## src/rtl/lsu_pkg.sv

```systemverilog
// +----------------------------------------------------------------------------+
// | lsu_pkg : shared funct3 encodings, FSM state codes and access-fault rules   |
// | Rev 1.0 : initial release                                                   |
// +----------------------------------------------------------------------------+
`timescale 1ns/1ps
`default_nettype none

package lsu_pkg;

  // RISC-V load/store width codes
  localparam logic [2:0] F3_B  = 3'b000;
  localparam logic [2:0] F3_H  = 3'b001;
  localparam logic [2:0] F3_W  = 3'b010;
  localparam logic [2:0] F3_BU = 3'b100;
  localparam logic [2:0] F3_HU = 3'b101;

  typedef logic [2:0] state_t;

  localparam state_t ST_IDLE = 3'd0;
  localparam state_t ST_RD   = 3'd1;
  localparam state_t ST_DATA = 3'd2;
  localparam state_t ST_WR   = 3'd3;
  localparam state_t ST_RESP = 3'd4;

  // Encoding and alignment legality only; range checks live in the bridge.
  function automatic logic access_fault(input logic       we,
                                        input logic [2:0] funct3,
                                        input logic [1:0] addr_lo);
    logic bad;
    bad = 1'b0;
    case (funct3)
      F3_B:    bad = 1'b0;
      F3_BU:   bad = we;
      F3_H:    bad = addr_lo[0];
      F3_HU:   bad = we | addr_lo[0];
      F3_W:    bad = (addr_lo != 2'b00);
      default: bad = 1'b1;
    endcase
    return bad;
  endfunction

endpackage

`default_nettype wire

```

## src/rtl/lsu_lane_align.sv

```systemverilog
// +----------------------------------------------------------------------------+
// | lsu_lane_align : load lane extraction/extension and sub-word store merge    |
// | Rev 1.0 : initial release                                                   |
// +----------------------------------------------------------------------------+
`timescale 1ns/1ps
`default_nettype none

module lsu_lane_align
  import lsu_pkg::*;
(
  input  logic [31:0] rdata,
  input  logic [1:0]  addr_lo,
  input  logic [2:0]  funct3,
  input  logic [15:0] wdata,
  output logic [31:0] load_data,
  output logic [31:0] merged
);

  logic [7:0]  w_byte;
  logic [15:0] w_half;

  assign w_byte = rdata[{addr_lo, 3'b000} +: 8];
  assign w_half = addr_lo[1] ? rdata[31:16] : rdata[15:0];

  always_comb begin
    load_data = rdata;
    case (funct3)
      F3_B:    load_data = {{24{w_byte[7]}}, w_byte};
      F3_BU:   load_data = {24'h000000, w_byte};
      F3_H:    load_data = {{16{w_half[15]}}, w_half};
      F3_HU:   load_data = {16'h0000, w_half};
      default: load_data = rdata;
    endcase
  end

  // Byte stores hit one lane; anything else reaching here is a halfword store.
  for (genvar i = 0; i < 4; i++) begin : g_lane
    localparam int LANE = i;
    logic       w_hit;
    logic [7:0] w_src;

    assign w_hit = (funct3 == F3_B) ? (addr_lo == 2'(LANE))
                                    : (addr_lo[1] == 1'(LANE / 2));
    assign w_src = ((funct3 == F3_B) || ((LANE % 2) == 0)) ? wdata[7:0] : wdata[15:8];
    assign merged[8*LANE +: 8] = w_hit ? w_src : rdata[8*LANE +: 8];
  end

endmodule

`default_nettype wire

```

## src/rtl/lsu_ram_bridge.sv

```systemverilog
// +----------------------------------------------------------------------------+
// | lsu_ram_bridge : single-outstanding LSU to word-RAM bridge with RMW stores  |
// | Build option : define LSU_BOUNDS_CHECK_EN to fault word indices >= SIZE     |
// | Rev 1.0 : initial release                                                   |
// +----------------------------------------------------------------------------+
`timescale 1ns/1ps
`default_nettype none

module lsu_ram_bridge
  import lsu_pkg::*;
#(
  parameter int SIZE = 512
) (
  input  logic        clk,
  input  logic        reset_n,
  input  logic        req_valid,
  output logic        req_ready,
  input  logic        req_we,
  input  logic [2:0]  req_funct3,
  input  logic [31:0] req_addr,
  input  logic [31:0] req_wdata,
  output logic        rsp_valid,
  output logic [31:0] rsp_rdata,
  output logic        rsp_err,
  output logic [31:0] ram_addr,
  output logic [31:0] ram_wdata,
  output logic [3:0]  ram_we,
  input  logic [31:0] ram_rdata
);

  localparam logic [31:0] SIZE_W = 32'(SIZE);

  state_t      r_state;
  logic        r_we;
  logic [2:0]  r_funct3;
  logic [31:0] r_addr;
  logic [31:0] r_wdata;
  logic [31:0] r_rsp_rdata;
  logic        r_rsp_err;

  logic        w_oob;
  logic        w_fault;
  logic [31:0] w_load_data;
  logic [31:0] w_merged;

`ifdef LSU_BOUNDS_CHECK_EN
  assign w_oob = ({2'b00, req_addr[31:2]} >= SIZE_W);
`else
  // Without the check the RAM simply wraps the index modulo its depth.
  logic size_unused;
  assign size_unused = ^SIZE_W;
  assign w_oob       = 1'b0;
`endif

  assign w_fault = access_fault(req_we, req_funct3, req_addr[1:0]) | w_oob;

  lsu_lane_align u_lane_align (
    .rdata     (ram_rdata),
    .addr_lo   (r_addr[1:0]),
    .funct3    (r_funct3),
    .wdata     (r_wdata[15:0]),
    .load_data (w_load_data),
    .merged    (w_merged)
  );

  always_ff @(posedge clk or negedge reset_n) begin
    if (!reset_n) begin
      r_state     <= ST_IDLE;
      r_we        <= 1'b0;
      r_funct3    <= 3'b000;
      r_addr      <= 32'h0;
      r_wdata     <= 32'h0;
      r_rsp_rdata <= 32'h0;
      r_rsp_err   <= 1'b0;
    end else begin
      case (r_state)
        ST_IDLE: begin
          if (req_valid) begin
            r_we        <= req_we;
            r_funct3    <= req_funct3;
            r_addr      <= req_addr;
            r_wdata     <= req_wdata;
            r_rsp_rdata <= 32'h0;
            r_rsp_err   <= w_fault;
            if (w_fault)
              r_state <= ST_RESP;
            else if (req_we && (req_funct3 == F3_W))
              r_state <= ST_WR;
            else
              r_state <= ST_RD;
          end
        end
        ST_RD:   r_state <= ST_DATA;
        ST_DATA: begin
          if (!r_we)
            r_rsp_rdata <= w_load_data;
          r_state <= ST_RESP;
        end
        ST_WR:   r_state <= ST_RESP;
        default: r_state <= ST_IDLE;
      endcase
    end
  end

  // RAM-facing outputs decode straight from state so reset silences them at once.
  always_comb begin
    ram_addr  = 32'h0;
    ram_wdata = 32'h0;
    ram_we    = 4'b0000;
    case (r_state)
      ST_RD: begin
        ram_addr = {2'b00, r_addr[31:2]};
      end
      ST_DATA: begin
        ram_addr = {2'b00, r_addr[31:2]};
        if (r_we) begin
          ram_wdata = w_merged;
          ram_we    = 4'b1111;
        end
      end
      ST_WR: begin
        ram_addr  = {2'b00, r_addr[31:2]};
        ram_wdata = r_wdata;
        ram_we    = 4'b1111;
      end
      default: begin
        ram_addr  = 32'h0;
        ram_wdata = 32'h0;
        ram_we    = 4'b0000;
      end
    endcase
  end

  assign req_ready = (r_state == ST_IDLE);
  assign rsp_valid = (r_state == ST_RESP);
  assign rsp_rdata = r_rsp_rdata;
  assign rsp_err   = r_rsp_err;

endmodule

`default_nettype wire

```

## config.mk

```make
export PLATFORM = sky130hd
export DESIGN_NAME = lsu_ram_bridge
export DESIGN_NICKNAME = d
export VERILOG_FILES = /design/src/rtl/lsu_pkg.sv /design/src/rtl/lsu_lane_align.sv /design/src/rtl/lsu_ram_bridge.sv
export SDC_FILE = /design/constraint.sdc
export NUM_CORES = 1
export LEC_CHECK = 0
export CORE_MARGIN = 1
export CORE_UTILIZATION = 48
export CTS_CLUSTER_DIAMETER = 60
export CTS_CLUSTER_SIZE = 16
export DETAILED_ROUTE_END_ITERATION = 10
export PLACE_DENSITY_LB_ADDON = 0.2
export SETUP_SLACK_MARGIN = 0.05
export SLEW_MARGIN = 25
export SYNTH_ARGS = -nofsm -noshare
export SYNTH_HDL_FRONTEND = slang
export SYNTH_SLANG_ARGS = --single-unit
```

## constraint.sdc

```tcl
create_clock -name clk -period 5.58 [get_ports clk]
set_clock_uncertainty 0.1 [all_clocks]
set_input_delay 1.116 -clock clk [delete_from_list [all_inputs] [get_ports clk]]
set_output_delay 1.116 -clock clk [all_outputs]
set_load 0.03 [all_outputs]
```

==> run summary <==
Result of the run - complete, no violations
Worst-case reg-to-reg path depth - 4
Mean instance size in the synthesized netlist - 11.46 µm²
Average detailed-routed wire length per instance - 20.96 µm
Highest routed metal layer - met4
Count of hold-fix buffers inserted at cts - 0
Resized cells post-CTS - 0
Yosys top cell by area - dfrtp_1
Floorplan row count - 38
Setup TNS - 0 ns
Top flip-flop cell by instance count after synthesis - dfrtp_1
Max Clock Freq - 0.2066 GHz
R2R Setup Slk - 2.92 ns
Final setup viols - 0
Number of buffers added by the clock tree synthesis step - 9
Remaining max-slew budget at the tightest pin - 29.43%
DRT Pass-1 Iters - 5
Worst-path cell chain - nand4bb_1, nor2b_1, a221o_1, clkdlybuf4s50_1
Number of distinct library cells after synthesis - 41
Max-slew violation count - 0
Most repeated cell in the gate-level netlist after synthesis - dfrtp_1
Die Height - 107.2 µm
Final critical path time including I/O delays and setup - 4.840 ns
Kind of path behind the tightest hold check - flip-flop to flip-flop
Worst hold path endpoint - rsp_rdata[12]
Final Hold Fails - 0
Worst flop-to-flop path endpoint - r_wdata[26]
Pin count of the biggest net entering global routing - 64
Combined buffer and inverter count along the critical path - 1
Clock root buffer master - clkbuf_8
Unrepaired setup endpoints after global routing - false
Category of cells accounting for the largest share of critical-path delay - simple AND/OR/NAND/NOR gates
Post-synth design cell area - 0.005308 mm²
Via total after detailed routing - 4700
Area Overhead vs Synth - 43.49%
Leakage component of the power - 0.003135 µW
Core Area - 0.01079 mm²
All-layer global routing usage - 29.45%
Critical Path Fanout Max - 20
Area fraction of the dominant cell type after synthesis - 49.03%
Fill cell instance count of the final layout - 832
Die Area - 0.01148 mm²
CP endpoint kind - output pin
Number of primary I/O pins - 206
Sum of routed wire segments on met1 - 6.686 mm
CP peak stage delay - 0.96 ns
Total wirelength of the detailed-routed design - 16.56 mm
Power per cell area - 319.4 mW/mm²
Antenna diode instance count - 0
Via count of the first global-routing pass - 4544
CTS tree - yes
Type of the worst setup path - flip-flop to output pin
Number of antenna violations at the first check in global routing - 0
Total instance count after detailed placement - 774
Share of final-layout standard cells stronger than drive strength 1 - 16.77%
RePlAce Congestion - 0.9016
Fraction of registers with async set/reset - 100.0%
Post-route worst hold slack - 0.3847 ns
Worst setup margin - 0.7397 ns
Clock Sink Count - 104
Initial DRC Count - 354
Placement-stage worst setup slack - 1.241 ns
Overall overflow remaining after global route - 0
Number of I/O port buffers - 203
DR DRC count - 0
Critical path arrival - 3.62 ns
Routed met2 length - 7.806 mm
Final antenna-violating net count - 0
Final Non-Filler Cells - 790
Maximum level of the CTS H-tree - 3
Clock latency of the later-clocked register in the worst-skew pair - 0.37 ns
First-pass GRT wire length - 25.12 mm
Instance count of the mapped netlist - 463
Nature of the critical path startpoint - flip-flop
Worst ir drop on vdd - 160.5 µV
Post-detail-place hpwl - 12.35 mm
Startpoint of the tightest hold check path - rsp_rdata[12]
Total met3 wirelength after detailed routing - 1.495 mm
Clock-pin slew reported for the worst setup and hold paths after clock tree synthesis - 0.10 ns
Warning count from the yosys run - 0
Crit path launch - r_state[2]
Final layout net count - 748
Least-Margin Pin Slew - 1.059 ns
Max-capacitance violation count - 0
Synthesized flop and latch total - 104
Clock Path Buffers - 2
Slowest library cell on the worst path - nor2b_1
Cell depth of the worst hold path - 1
EDFF count, synth - 0
Starting density of the core - 49.18%
Post-CTS repair timing setup buffer count - 0
Commonest cells post-synth - dfrtp_1, mux2_2, and2_1, nand2_1, o21ai_0
Crit share post-route - 86.74%
Origin of the critical flop-to-flop path - r_state[1]
Sequential fraction of the synthesis area - 49.03%
Vias per cell - 5.949
Main area contributors after synthesis - dfrtp_1, mux2_2, and2_1, a221o_1, mux2i_1
Required arrival time at the worst endpoint - 4.36 ns
Die width - 107.2 µm
[worst max-delay path by stage]
| stage | depth (start not counted) | slack, ns | end |
|---|---|---|---|
| 2_1_floorplan | 5 | 2.33 | ram_wdata[16] |
| 3_3_place_gp | 6 | 1.31 | ram_wdata[12] |
| 3_5_place_dp | 4 | 1.24 | ram_wdata[13] |
| 4_1_cts | 4 | 0.80 | ram_wdata[14] |
| 5_1_grt | 5 | 0.60 | ram_wdata[30] |
| 6_report | 4 | 0.74 | ram_wdata[13] |
[worst register-to-register path, stage by stage (launching register included)]
cell     delay (ns)
dfrtp_1        0.47
nor3_1         0.27
and2_2         0.69
buf_4          0.60
mux2_2         0.41
[where the power goes]
part	switching (µW)	total [µW]	leakage, µW	internal [µW]
Clock	262	541	0.000113	278
Sequential	163	1080	0.00129	917
Combinational	408	812	0.00173	403
[cells by family after synthesis]
kind of cell	Yosys count	share of synthesized area [%]
AND/OR/NAND/NOR	109	10.66
flip-flops	104	49.03
AO/OA/AOI/OAI	107	16.34
other	1	0.07065
multiplexers	92	19.64
buffers and inverters	50	4.267
[routing by layer]
metal / track usage (%) / vias up
li1: - / 2063
met1: 38.85 / 2335
met2: 46.45 / 263
met3: 6.201 / 39
met4: 13.70 / 0
met5: 0 / -
[layout make-up]
cell class,count,area (µm²),share of cell area (%)
Sequential cell,104,2603,34.17
Multi-Input combinational cell,310,2495,32.76
Timing Repair Buffer,208,2067,27.14
Tap cell,140,175.2,2.300
Clock buffer,12,155.1,2.037
Clock inverter,4,76.32,1.002
Inverter,12,45.04,0.5914
[sequential cells by signal, indices dropped and copies added (netlist names)]
name	flops
r_funct3	3
r_state	3
r_wdata	32
r_addr	32
rsp_err	1
r_we	1
rsp_rdata	32
[per-stage QoR]
stage | power, µW | instance area, µm² | utilization [%]
6_report | 2433 | 7616 | 70.57
2_1_floorplan | 1555 | 5311 | -
3_5_place_dp | 1897 | 7385 | 68.42
4_1_cts | 2434 | 7616 | 70.57
3_3_place_gp | 1873 | 7377 | 68.35
5_1_grt | 2538 | 7616 | 70.57
[layout by cell type, fill, tap and decap left out, types with 2 or more instances in the layout]
cell type	synthesis	layout
conb_1	1	2
a21o_1	8	8
a22o_1	10	10
a221o_2	6	6
clkbuf_8	0	11
mux2_2	74	74
bufinv_16	0	2
nand2_1	30	30
nor3_1	12	12
o221ai_1	6	6
inv_1	12	12
and2_1	34	33
a221oi_1	9	9
mux2i_1	16	16
o21ai_0	28	27
dfrtp_1	104	104
a22oi_1	9	9
nor2b_1	7	7
a21oi_1	4	4
buf_4	5	6
nand2b_1	3	3
nor2_1	16	16
clkdlybuf4s50_1	0	202
a221o_1	19	19
No activity file was read; power rests on OpenSTA's default activity.
